===== config.mk =====
export PLATFORM = sky130hd
export DESIGN_NAME = hazard_forward_ctrl
export DESIGN_NICKNAME = d
export VERILOG_FILES = /design/src/rtl/hazard_forward_ctrl_pkg.sv /design/src/rtl/hazard_forward_ctrl_src_match.sv /design/src/rtl/hazard_forward_ctrl.sv
export SDC_FILE = /design/constraint.sdc
export NUM_CORES = 1
export LEC_CHECK = 0
export CORE_MARGIN = 1.5
export CORE_UTILIZATION = 42
export DETAILED_ROUTE_END_ITERATION = 7
export PLACE_DENSITY = 0.87
export SLEW_MARGIN = 20
export SYNTH_ARGS = -nofsm -noshare
export SYNTH_HDL_FRONTEND = slang
export SYNTH_SLANG_ARGS = --single-unit

===== constraint.sdc =====
create_clock -name clk -period 4.98 [get_ports clk]
set_input_delay 0.498 -clock clk [delete_from_list [all_inputs] [get_ports clk]]
set_output_delay 0.498 -clock clk [all_outputs]
set_load 0.02 [all_outputs]

===== src/rtl/hazard_forward_ctrl_pkg.sv =====
// rtl/hazard_forward_ctrl_pkg.sv - shared encodings for the hazard/forwarding controller
package hazard_forward_ctrl_pkg;

    // EX operand mux select encodings
    localparam logic [1:0] FWD_REGFILE = 2'b00;
    localparam logic [1:0] FWD_MEM     = 2'b01;
    localparam logic [1:0] FWD_WB      = 2'b10;

    // Hard-wired zero register: never a forwarding or stall source
    localparam int unsigned X0 = 0;

    // Hazard FSM states
    typedef enum logic [1:0] {
        S_IDLE    = 2'd0,
        S_STALL   = 2'd1,
        S_MEMWAIT = 2'd2
    } state_e;

    // MEM wins over WB, but a load in MEM has no data yet so it falls through to WB
    function automatic logic [1:0] fwd_pick(input logic mem_hit,
                                            input logic mem_is_load,
                                            input logic wb_hit);
        if (mem_hit && !mem_is_load) begin
            return FWD_MEM;
        end else if (wb_hit) begin
            return FWD_WB;
        end else begin
            return FWD_REGFILE;
        end
    endfunction

endpackage


===== src/rtl/hazard_forward_ctrl_src_match.sv =====
// rtl/hazard_forward_ctrl_src_match.sv - one source register vs. one producer destination
module hazard_forward_ctrl_src_match
    import hazard_forward_ctrl_pkg::*;
#(
    parameter int AW = 5
) (
    input  logic [AW-1:0] rs_i,
    input  logic          rs_valid_i,
    input  logic [AW-1:0] rd_i,
    input  logic          reg_write_i,
    output logic          hit_o
);

    // A hit needs a used operand, a writing producer, equal regs and a non-x0 target
    assign hit_o = rs_valid_i & reg_write_i & (rs_i == rd_i) & (rd_i != AW'(X0));

endmodule


===== src/rtl/hazard_forward_ctrl.sv =====
// rtl/hazard_forward_ctrl.sv - load-use stall, memory freeze and operand forwarding control
module hazard_forward_ctrl
    import hazard_forward_ctrl_pkg::*;
#(
    parameter int NUM_SRC      = 2,
    parameter int AW           = 5,
    parameter int LOAD_BUBBLES = 1,
    parameter int CNT_W        = 16
) (
    input  logic                  clk,
    input  logic                  reset,
    input  logic [NUM_SRC*AW-1:0] id_rs,
    input  logic [NUM_SRC-1:0]    id_rs_valid,
    input  logic [NUM_SRC*AW-1:0] ex_rs,
    input  logic [NUM_SRC-1:0]    ex_rs_valid,
    input  logic [AW-1:0]         ex_rd,
    input  logic                  ex_reg_write,
    input  logic                  ex_is_load,
    input  logic [AW-1:0]         mem_rd,
    input  logic                  mem_reg_write,
    input  logic                  mem_is_load,
    input  logic [AW-1:0]         wb_rd,
    input  logic                  wb_reg_write,
    input  logic                  mem_busy,
    input  logic                  flush,
    output logic [2*NUM_SRC-1:0]  fwd_sel,
    output logic                  stall_pc,
    output logic                  stall_ifid,
    output logic                  bubble_idex,
    output logic                  freeze_all,
    output logic [CNT_W-1:0]      stall_cycles
);

    // Remaining bubbles after the first one, which is issued from IDLE
    localparam logic [2:0] BCNT_INIT = 3'(LOAD_BUBBLES - 1);
    localparam bit         MULTI_BUBBLE = (LOAD_BUBBLES > 1);

    logic [NUM_SRC-1:0] id_hit;
    logic [NUM_SRC-1:0] mem_hit;
    logic [NUM_SRC-1:0] wb_hit;
    logic               luh;

    state_e             state_q, state_d;
    logic [2:0]         bcnt_q, bcnt_d;
    logic [CNT_W-1:0]   stall_cycles_q;

    // Per-source comparators: ID vs EX (load-use), EX vs MEM and EX vs WB (forwarding)
    for (genvar k = 0; k < NUM_SRC; k++) begin : g_src
        hazard_forward_ctrl_src_match #(.AW(AW)) u_id_ex (
            .rs_i        (id_rs[k*AW +: AW]),
            .rs_valid_i  (id_rs_valid[k]),
            .rd_i        (ex_rd),
            .reg_write_i (ex_reg_write),
            .hit_o       (id_hit[k])
        );
        hazard_forward_ctrl_src_match #(.AW(AW)) u_ex_mem (
            .rs_i        (ex_rs[k*AW +: AW]),
            .rs_valid_i  (ex_rs_valid[k]),
            .rd_i        (mem_rd),
            .reg_write_i (mem_reg_write),
            .hit_o       (mem_hit[k])
        );
        hazard_forward_ctrl_src_match #(.AW(AW)) u_ex_wb (
            .rs_i        (ex_rs[k*AW +: AW]),
            .rs_valid_i  (ex_rs_valid[k]),
            .rd_i        (wb_rd),
            .reg_write_i (wb_reg_write),
            .hit_o       (wb_hit[k])
        );
    end

    assign luh = ex_is_load & (|id_hit);

    // Operand forwarding selects, forced to regfile while in reset
    always_comb begin
        fwd_sel = '0;
        if (reset) begin
            for (int k = 0; k < NUM_SRC; k++) begin
                fwd_sel[2*k +: 2] = fwd_pick(mem_hit[k], mem_is_load, wb_hit[k]);
            end
        end
    end

    // State, bubble counter and saturating stall statistics
    always_ff @(posedge clk) begin
        if (!reset) begin
            state_q        <= S_IDLE;
            bcnt_q         <= 3'd0;
            stall_cycles_q <= '0;
        end else begin
            state_q <= state_d;
            bcnt_q  <= bcnt_d;
            if (stall_pc && (stall_cycles_q != {CNT_W{1'b1}})) begin
                stall_cycles_q <= stall_cycles_q + CNT_W'(1);
            end
        end
    end

    // Next-state: flush beats memory wait, which beats load-use
    always_comb begin
        state_d = state_q;
        bcnt_d  = bcnt_q;
        case (state_q)
            S_STALL: begin
                if (flush) begin
                    state_d = S_IDLE;
                    bcnt_d  = 3'd0;
                end else if (!mem_busy) begin
                    if (bcnt_q <= 3'd1) begin
                        state_d = S_IDLE;
                        bcnt_d  = 3'd0;
                    end else begin
                        bcnt_d = bcnt_q - 3'd1;
                    end
                end
            end
            S_MEMWAIT: begin
                // Flush is held by the branch unit until memory releases
                if (!mem_busy) begin
                    state_d = S_IDLE;
                    if (!flush && luh && MULTI_BUBBLE) begin
                        state_d = S_STALL;
                        bcnt_d  = BCNT_INIT;
                    end
                end
            end
            default: begin
                if (flush) begin
                    state_d = S_IDLE;
                end else if (mem_busy) begin
                    state_d = S_MEMWAIT;
                end else if (luh && MULTI_BUBBLE) begin
                    state_d = S_STALL;
                    bcnt_d  = BCNT_INIT;
                end
            end
        endcase
    end

    // Pipeline control outputs; bubble and freeze are mutually exclusive by construction
    always_comb begin
        stall_pc    = 1'b0;
        stall_ifid  = 1'b0;
        bubble_idex = 1'b0;
        freeze_all  = 1'b0;
        if (reset) begin
            case (state_q)
                S_STALL: begin
                    if (!flush) begin
                        stall_pc   = 1'b1;
                        stall_ifid = 1'b1;
                        if (mem_busy) begin
                            freeze_all = 1'b1;
                        end else begin
                            bubble_idex = 1'b1;
                        end
                    end
                end
                S_MEMWAIT: begin
                    if (mem_busy) begin
                        freeze_all = 1'b1;
                        stall_pc   = 1'b1;
                        stall_ifid = 1'b1;
                    end else if (!flush && luh) begin
                        stall_pc    = 1'b1;
                        stall_ifid  = 1'b1;
                        bubble_idex = 1'b1;
                    end
                end
                default: begin
                    if (!flush) begin
                        if (mem_busy) begin
                            freeze_all = 1'b1;
                        end else if (luh) begin
                            stall_pc    = 1'b1;
                            stall_ifid  = 1'b1;
                            bubble_idex = 1'b1;
                        end
                    end
                end
            endcase
        end
    end

    assign stall_cycles = stall_cycles_q;

endmodule


==> results of run 1 <==
-- synthesized netlist by cell type --
| master | instances | area (sq um) |
|---|---|---|
| xor2_1 | 16 | 140 |
| nor3_1 | 8 | 40.0 |
| o2111ai_1 | 1 | 8.76 |
| xnor2_1 | 15 | 131 |
| nor4_1 | 5 | 31.3 |
| mux2i_1 | 4 | 40.0 |
| nor2_1 | 7 | 26.3 |
| and3_2 | 1 | 7.51 |
| o21ai_0 | 2 | 10.0 |
| inv_1 | 9 | 33.8 |
| o31ai_4 | 1 | 21.3 |
| nand2b_1 | 1 | 6.26 |
| and2_1 | 2 | 12.5 |
| clkbuf_1 | 1 | 3.75 |
| ha_1 | 1 | 12.5 |
| nand3_1 | 16 | 80.1 |
| o21ai_2 | 1 | 8.76 |
| or3_1 | 2 | 12.5 |
| a21oi_1 | 10 | 50.1 |
| dfxtp_1 | 17 | 340 |
| inv_2 | 1 | 3.75 |
| nand2_1 | 10 | 37.5 |
| buf_4 | 2 | 15.0 |
| o31ai_2 | 1 | 12.5 |
| a21o_1 | 7 | 52.6 |
| nor3_2 | 1 | 10.0 |
| or4_1 | 3 | 22.5 |
| a21oi_2 | 2 | 17.5 |
| nand4_1 | 6 | 37.5 |
| nand3_2 | 1 | 10.0 |
| o211ai_1 | 1 | 7.51 |
| o21ai_1 | 2 | 10.0 |
| and4_1 | 3 | 26.3 |
| o21a_2 | 1 | 8.76 |
| buf_2 | 1 | 5.00 |
| and3_1 | 4 | 25.0 |
| o22a_1 | 1 | 8.76 |
| nor2b_1 | 1 | 6.26 |
| buf_6 | 1 | 11.3 |
-- worst reg2reg max path, stage by stage, from the launching register on --
cell,delay (ns)
dfxtp_1,0.38
ha_1,0.28
nand3_2,0.15
nor3_1,0.10
o31ai_4,0.64
nand4_1,0.21
mux2i_1,0.15
-- final timing paths --
kind,end,startpoint
worst min-delay path,stall_cycles[4],stall_cycles[4]
worst min register to register,stall_cycles[4],stall_cycles[4]
worst max-delay path,fwd_sel[3],mem_rd[1]
worst max register to register,stall_cycles[3],stall_cycles[0]
-- registers in the layout, indices dropped and copies added (netlist names) --
signal	count
stall_cycles	16
state_q	1
-- per-layer routing --
layer  vias up  wire, um  share of wire
li1        748         -              -
met1       692      1550           0.42
met2        45      1880           0.51
met3         6       204          0.055
met4         0        56          0.015
met5         -         0              0
-- per-stage QoR --
step	worst slack [ns]	area, sq um	hold WS, ns
6_report	1.74	2100	0.497
5_1_grt	1.61	2100	0.516
4_1_cts	1.75	2100	0.501
3_5_place_dp	1.77	2080	0.471
3_3_place_gp	1.85	2080	0.460
2_1_floorplan	2.67	1350	0.465
-- cell families after synthesis --
| group | share of synthesized area |
|---|---|
| AND/OR/NAND/NOR | 0.291 |
| XOR/XNOR | 0.202 |
| adder cells (fa/ha/maj) | 0.00930 |
| AO/OA/AOI/OAI | 0.161 |
| multiplexers | 0.0298 |
| buffers and inverters | 0.0539 |
| flip-flops | 0.253 |
-- layout make-up --
cell class              count  area share
clock buffers               4      0.0125
inverters                  10      0.0179
multi-input cells         137       0.443
flip-flops and latches     17       0.162
well taps                  44      0.0262
repair buffers             71       0.338
-- power groups by stage --
stage | registers [mW] | logic, mW | clock network, mW
floorplan | 0.140 | 0.0311 | 0
detailed placement | 0.140 | 0.0839 | 0
global placement | 0.140 | 0.0823 | 0
CTS | 0.137 | 0.0842 | 0.0767
global route | 0.137 | 0.0903 | 0.0849
finish | 0.137 | 0.0840 | 0.0744
==> impl_metrics.csv, run 1 <==
group,metric,value,unit
outcome,status,"finished, final reports clean",
clock_tree,cts_buffers,3,
clock_tree,cts_resized,0,
sta,relSlewSlack,0.488,
power,p_sw,0.0771,mW
grt,grt_max_degree,21,
floorplan,dieArea,3550,sq um
cells_and_area,final_cell_mix,"71 x clkdlybuf4s50_1, 17 x dfxtp_1, 16 x xor2_1, 16 x nand3_1, 15 x xnor2_1",
critical_path,cp_num_buf_inv,2,
grt,use_met3,0.0437,
grt,grtUsageMet1,0.240,
critical_path,crit_arrival,2.74,ns
power,combPwrFrac,0.284,
floorplan,num_rows,20,
yosys,syn_nets,218,
grt,grt_pass1_vias,1468,
critical_path,crit_path_end_kind,"primary output",
clock_tree,cts_root_buf,"clkbuf_4",
power,power,0.296,mW
floorplan,core,3050,sq um
routing,drc,0,
sta,fmax,309,MHz
clock_tree,cts.sinks,17,
clock_tree,worstSkewPairLatency,0.29,ns
critical_path,crit_fanout,4,
cells_and_area,diodes,0,
yosys,synth_cells,169,
power,seq_power_share,0.464,
yosys,synth_area_per_cell,7.96,sq um
routing,wl_per_cell,13.1,um
place,portBuffers,71,
clock_tree,path_clk_slew,0.10,ns
yosys,seq_area_frac_synth,0.253,
routing,detail-route-antenna-nets,0,
sta,rsz0062_at_grt,"no",
critical_path,required,4.48,ns
routing,first_pass_iters,4,
clock_tree,clockBufferDepth,2,
sta,fin_skew,0.00953,ns
cells_and_area,drive_gt1_frac,0.0544,
routing,wl,3690,um
clock_tree,cts_tree,"done",
routing,viasPerCell,5.27,
yosys,synth_seq_cells,17,
cells_and_area,fillers,255,
sta,tightest_slew,0.768,ns
routing,drt_iter0_markers,62,
yosys,yosysUniqueCellTypes,39,
floorplan,die_y,59.6,um
critical_path,rr_worst_depth,6,
sta,post-route-period-util,0.651,
power,p_int,0.218,mW
sta,min_period,3.24,ns
critical_path,cp-start-kind,"input pin",
power,p_per_area,141,nW/um^2
cells_and_area,syn_to_final_growth,56.3,%
grt,gr-usage-met2,0.430,
place,hpwl,3070,um
place,routabilityCongestion,0.846,
sta,setup_tns,0,ns
grt,busiest_layer,"met2",
sta,setup_viol,0,
yosys,netlist_area,1350,sq um
power,cellLeakagePower,0.712,nW
critical_path,ff2ff_setup_slack,2.97,ns
critical_path,path_class,"in2out",
grt,grtUsageTotal,0.222,
critical_path,crit_path_cell_trace,"clkdlybuf4s50_1, or4_1, o21ai_1, nor2_1, nor3_1, clkdlybuf4s50_1",
routing,num_vias,1491,
cells_and_area,layout_commonest_cell,"clkdlybuf4s50_1",
floorplan,boundaryPins,72,
cells_and_area,ff_latch_area,340,sq um
cells_and_area,final_util,0.689,
flow_run,maxCapViolations,0,
critical_path,slowest_stage,"clkdlybuf4s50_1",
yosys,ys.warnings.count,0,
sta,maxSlewViolCount,0,
cells_and_area,multi_input_area,932,sq um
worst_hold_path,hold_class,"reg2reg",
grt,antenna_found_initial,0,
power,switching_share,0.261,
power,clkPwrFrac,0.252,
floorplan,initial_utilization,0.441,
critical_path,cpPeakStageDelay,0.65,ns
cells_and_area,layout.nets,289,
clock_tree,cts_max_level,1,
critical_path,critical-path-top-delay-family,"buffers and inverters",
power,irDropWorstVdd,0.0700,mV
critical_path,crit_top_cell,"clkdlybuf4s50_1",
clock_tree,hold_buffers,0,
grt,grt_pass1_wl,6130,um
place,dp.cells,279,
grt,grt.overflow.total,0,
cells_and_area,stdcell_count,283,
floorplan,dieWidth,59.6,um
clock_tree,cts_setup_buffers,0,
sta,hold_violations,0,
critical_path,crit_cells,6,
worst_hold_path,whs_path_depth,1,
Note: power is estimated with default switching activity, not from simulation.
==> inputs of run 2 (changes only) <==
CORE_UTILIZATION = 39   (was 42)
PLACE_DENSITY = 0.82   (was 0.87)
clock period = 3.33 ns   (was 4.98 ns; I/O delays follow)
==> run 2 against run 1 <==
Flip-flop and latch count stayed put. Die area rose by 7.3%. First-iteration DRC count grew 34%. Count of clock-buffer cells in the layout decreased by 1. Clock skew decreased by 0.0016 ns. Global-route usage decreased by 2.5 points. Core utilization decreased by 4.8 points. Power is 50% higher. Wire length shrank 6.0%. Non-clock buffer count rose by 2. Register-to-register slack lost 1.6 ns. Largest power group unchanged. Highest routed layer unchanged.
==> impl_metrics.csv, run 2 (synthesis gave the netlist of run 1 again) <==
group,metric,value,unit
cells_and_area,layout.nets,291,
clock_tree,cts_max_level,1,
routing,met1_length,1380,um
floorplan,boundaryPins,72,
power,p_sw,0.117,mW
sta,fmax,343,MHz
sta,min_period,2.92,ns
clock_tree,clockBufferDepth,2,
clock_tree,cts.sinks,17,
power,combPwrFrac,0.282,
power,cellLeakagePower,0.725,nW
grt,grt_max_degree,21,
routing,wl_per_cell,12.1,um
cells_and_area,final_cell_mix,"71 x clkdlybuf4s50_1, 17 x dfxtp_1, 16 x xor2_1, 16 x nand3_1, 15 x xnor2_1",
place,routabilityCongestion,0.874,
grt,grt.overflow.total,0,
clock_tree,cts_resized,0,
floorplan,die_y,61.7,um
critical_path,crit_arrival,2.59,ns
place,portBuffers,71,
clock_tree,cts_tree,"done",
routing,wl,3470,um
routing,routed-wl-met3,245,um
sta,relSlewSlack,0.683,
routing,num_vias,1475,
critical_path,crit_path_cell_trace,"clkdlybuf4s50_1, or4_1, o21ai_1, nor2_1, nor3_1, clkdlybuf4s50_1",
place,hpwl,2930,um
routing,top_layer_used,"met4",
floorplan,dieWidth,61.7,um
sta,holdWs,0.488,ns
cells_and_area,final_util,0.641,
critical_path,slowest_stage,"clkdlybuf4s50_1",
cells_and_area,diodes,0,
critical_path,crit_fanout,4,
critical_path,cpPeakStageDelay,0.64,ns
sta,maxSlewViolCount,0,
sta,hold_violations,0,
floorplan,core,3310,sq um
sta,rsz0062_at_grt,"no",
critical_path,path_class,"in2out",
critical_path,cp-start-kind,"input pin",
cells_and_area,drive_gt1_frac,0.0664,
grt,grt_pass1_wl,5750,um
cells_and_area,layout_commonest_cell,"clkdlybuf4s50_1",
clock_tree,hold_buffers,0,
routing,first_pass_iters,4,
power,irDropWorstVdd,0.110,mV
routing,drc,0,
sta,setup_tns,0,ns
floorplan,num_rows,21,
sta,fin_skew,0.00794,ns
cells_and_area,fillers,302,
routing,detail-route-antenna-nets,0,
clock_tree,cts_buffers,3,
routing,wl_met2,1800,um
power,p_int,0.326,mW
sta,tightest_slew,0.476,ns
grt,grt_pass1_vias,1427,
grt,antenna_found_initial,0,
clock_tree,cts_setup_buffers,0,
power,seq_power_share,0.464,
critical_path,crit_path_end_kind,"primary output",
routing,drt_iter0_markers,83,
sta,setup_viol,0,
clock_tree,worstSkewPairLatency,0.29,ns
power,p_per_area,209,nW/um^2
power,switching_share,0.263,
power,clkPwrFrac,0.254,
outcome,status,"finished, final reports clean",
worst_hold_path,hold_class,"reg2reg",
cells_and_area,largest_register_ffs,16,
clock_tree,path_clk_slew,0.10,ns
cells_and_area,syn_to_final_growth,57.7,%
critical_path,required,3.00,ns
grt,grtUsageTotal,0.197,
floorplan,dieArea,3810,sq um
clock_tree,cts_root_buf,"clkbuf_4",
routing,viasPerCell,5.14,
floorplan,initial_utilization,0.406,
sta,post-route-period-util,0.876,
critical_path,crit_top_cell,"clkdlybuf4s50_1",
flow_run,maxCapViolations,0,
==> run 2: cell types whose count changed in the layout (fill, tap and decap cells not counted), sizes merged <==
cell / change
buf: +2
clkinv: +1
clkbuf: -1
==> run 2: critical path, delay by kind of cell <==
kind	cells	cell delay [ns]
and+or+nand+nor	3	0.88
buffers and inverters	2	1.11
AOI/OAI and AO/OA	1	0.27
==> run 2: area by class of cell <==
class / instances / area [sq um] / share of cell area
tap: 46 / 57.6 / 0.0271
sequential: 17 / 340 / 0.160
clock inverter: 1 / 5.00 / 0.00236
clock buffer: 3 / 22.5 / 0.0106
multi-input combinational: 137 / 932 / 0.440
timing repair buffer: 73 / 726 / 0.342
inverter: 10 / 37.5 / 0.0177
==> run 2: path summary, 6_finish.rpt <==
kind	startpoint	endpoint	slack, ns	depth (start not counted)
max	mem_rd[1]	fwd_sel[3]	0.41	6
min	stall_cycles[4]	stall_cycles[4]	0.49	1
max reg2reg	stall_cycles[0]	stall_cycles[6]	1.41	7
min reg2reg	stall_cycles[4]	stall_cycles[4]	0.49	1
==> run 2: power groups by stage <==
stage                     clock (mW)  combinational [mW]  sequential, mW
after floorplan                    0              0.0465           0.210
after global placement             0               0.123           0.210
after detailed placement           0               0.126           0.210
after CTS                      0.114               0.126           0.205
after global routing           0.122               0.135           0.206
final                          0.112               0.125           0.205
==> run 2: stage by stage <==
step | power, mW | setup WS, ns | instances | cell area, sq um
after detailed placement | 0.336 | 0.447 | 283 | 2090
after global placement | 0.333 | 0.456 | 283 | 2090
after CTS | 0.446 | 0.429 | 287 | 2120
after floorplan | 0.257 | 1.35 | 169 | 1350
after global routing | 0.463 | 0.336 | 287 | 2120
final | 0.442 | 0.412 | 287 | 2120
==> run 2: layer usage <==
metal	track usage	vias up
li1	-	755
met4	0.0669	0
met1	0.203	663
met2	0.388	50
met3	0.0414	7
met5	0	-
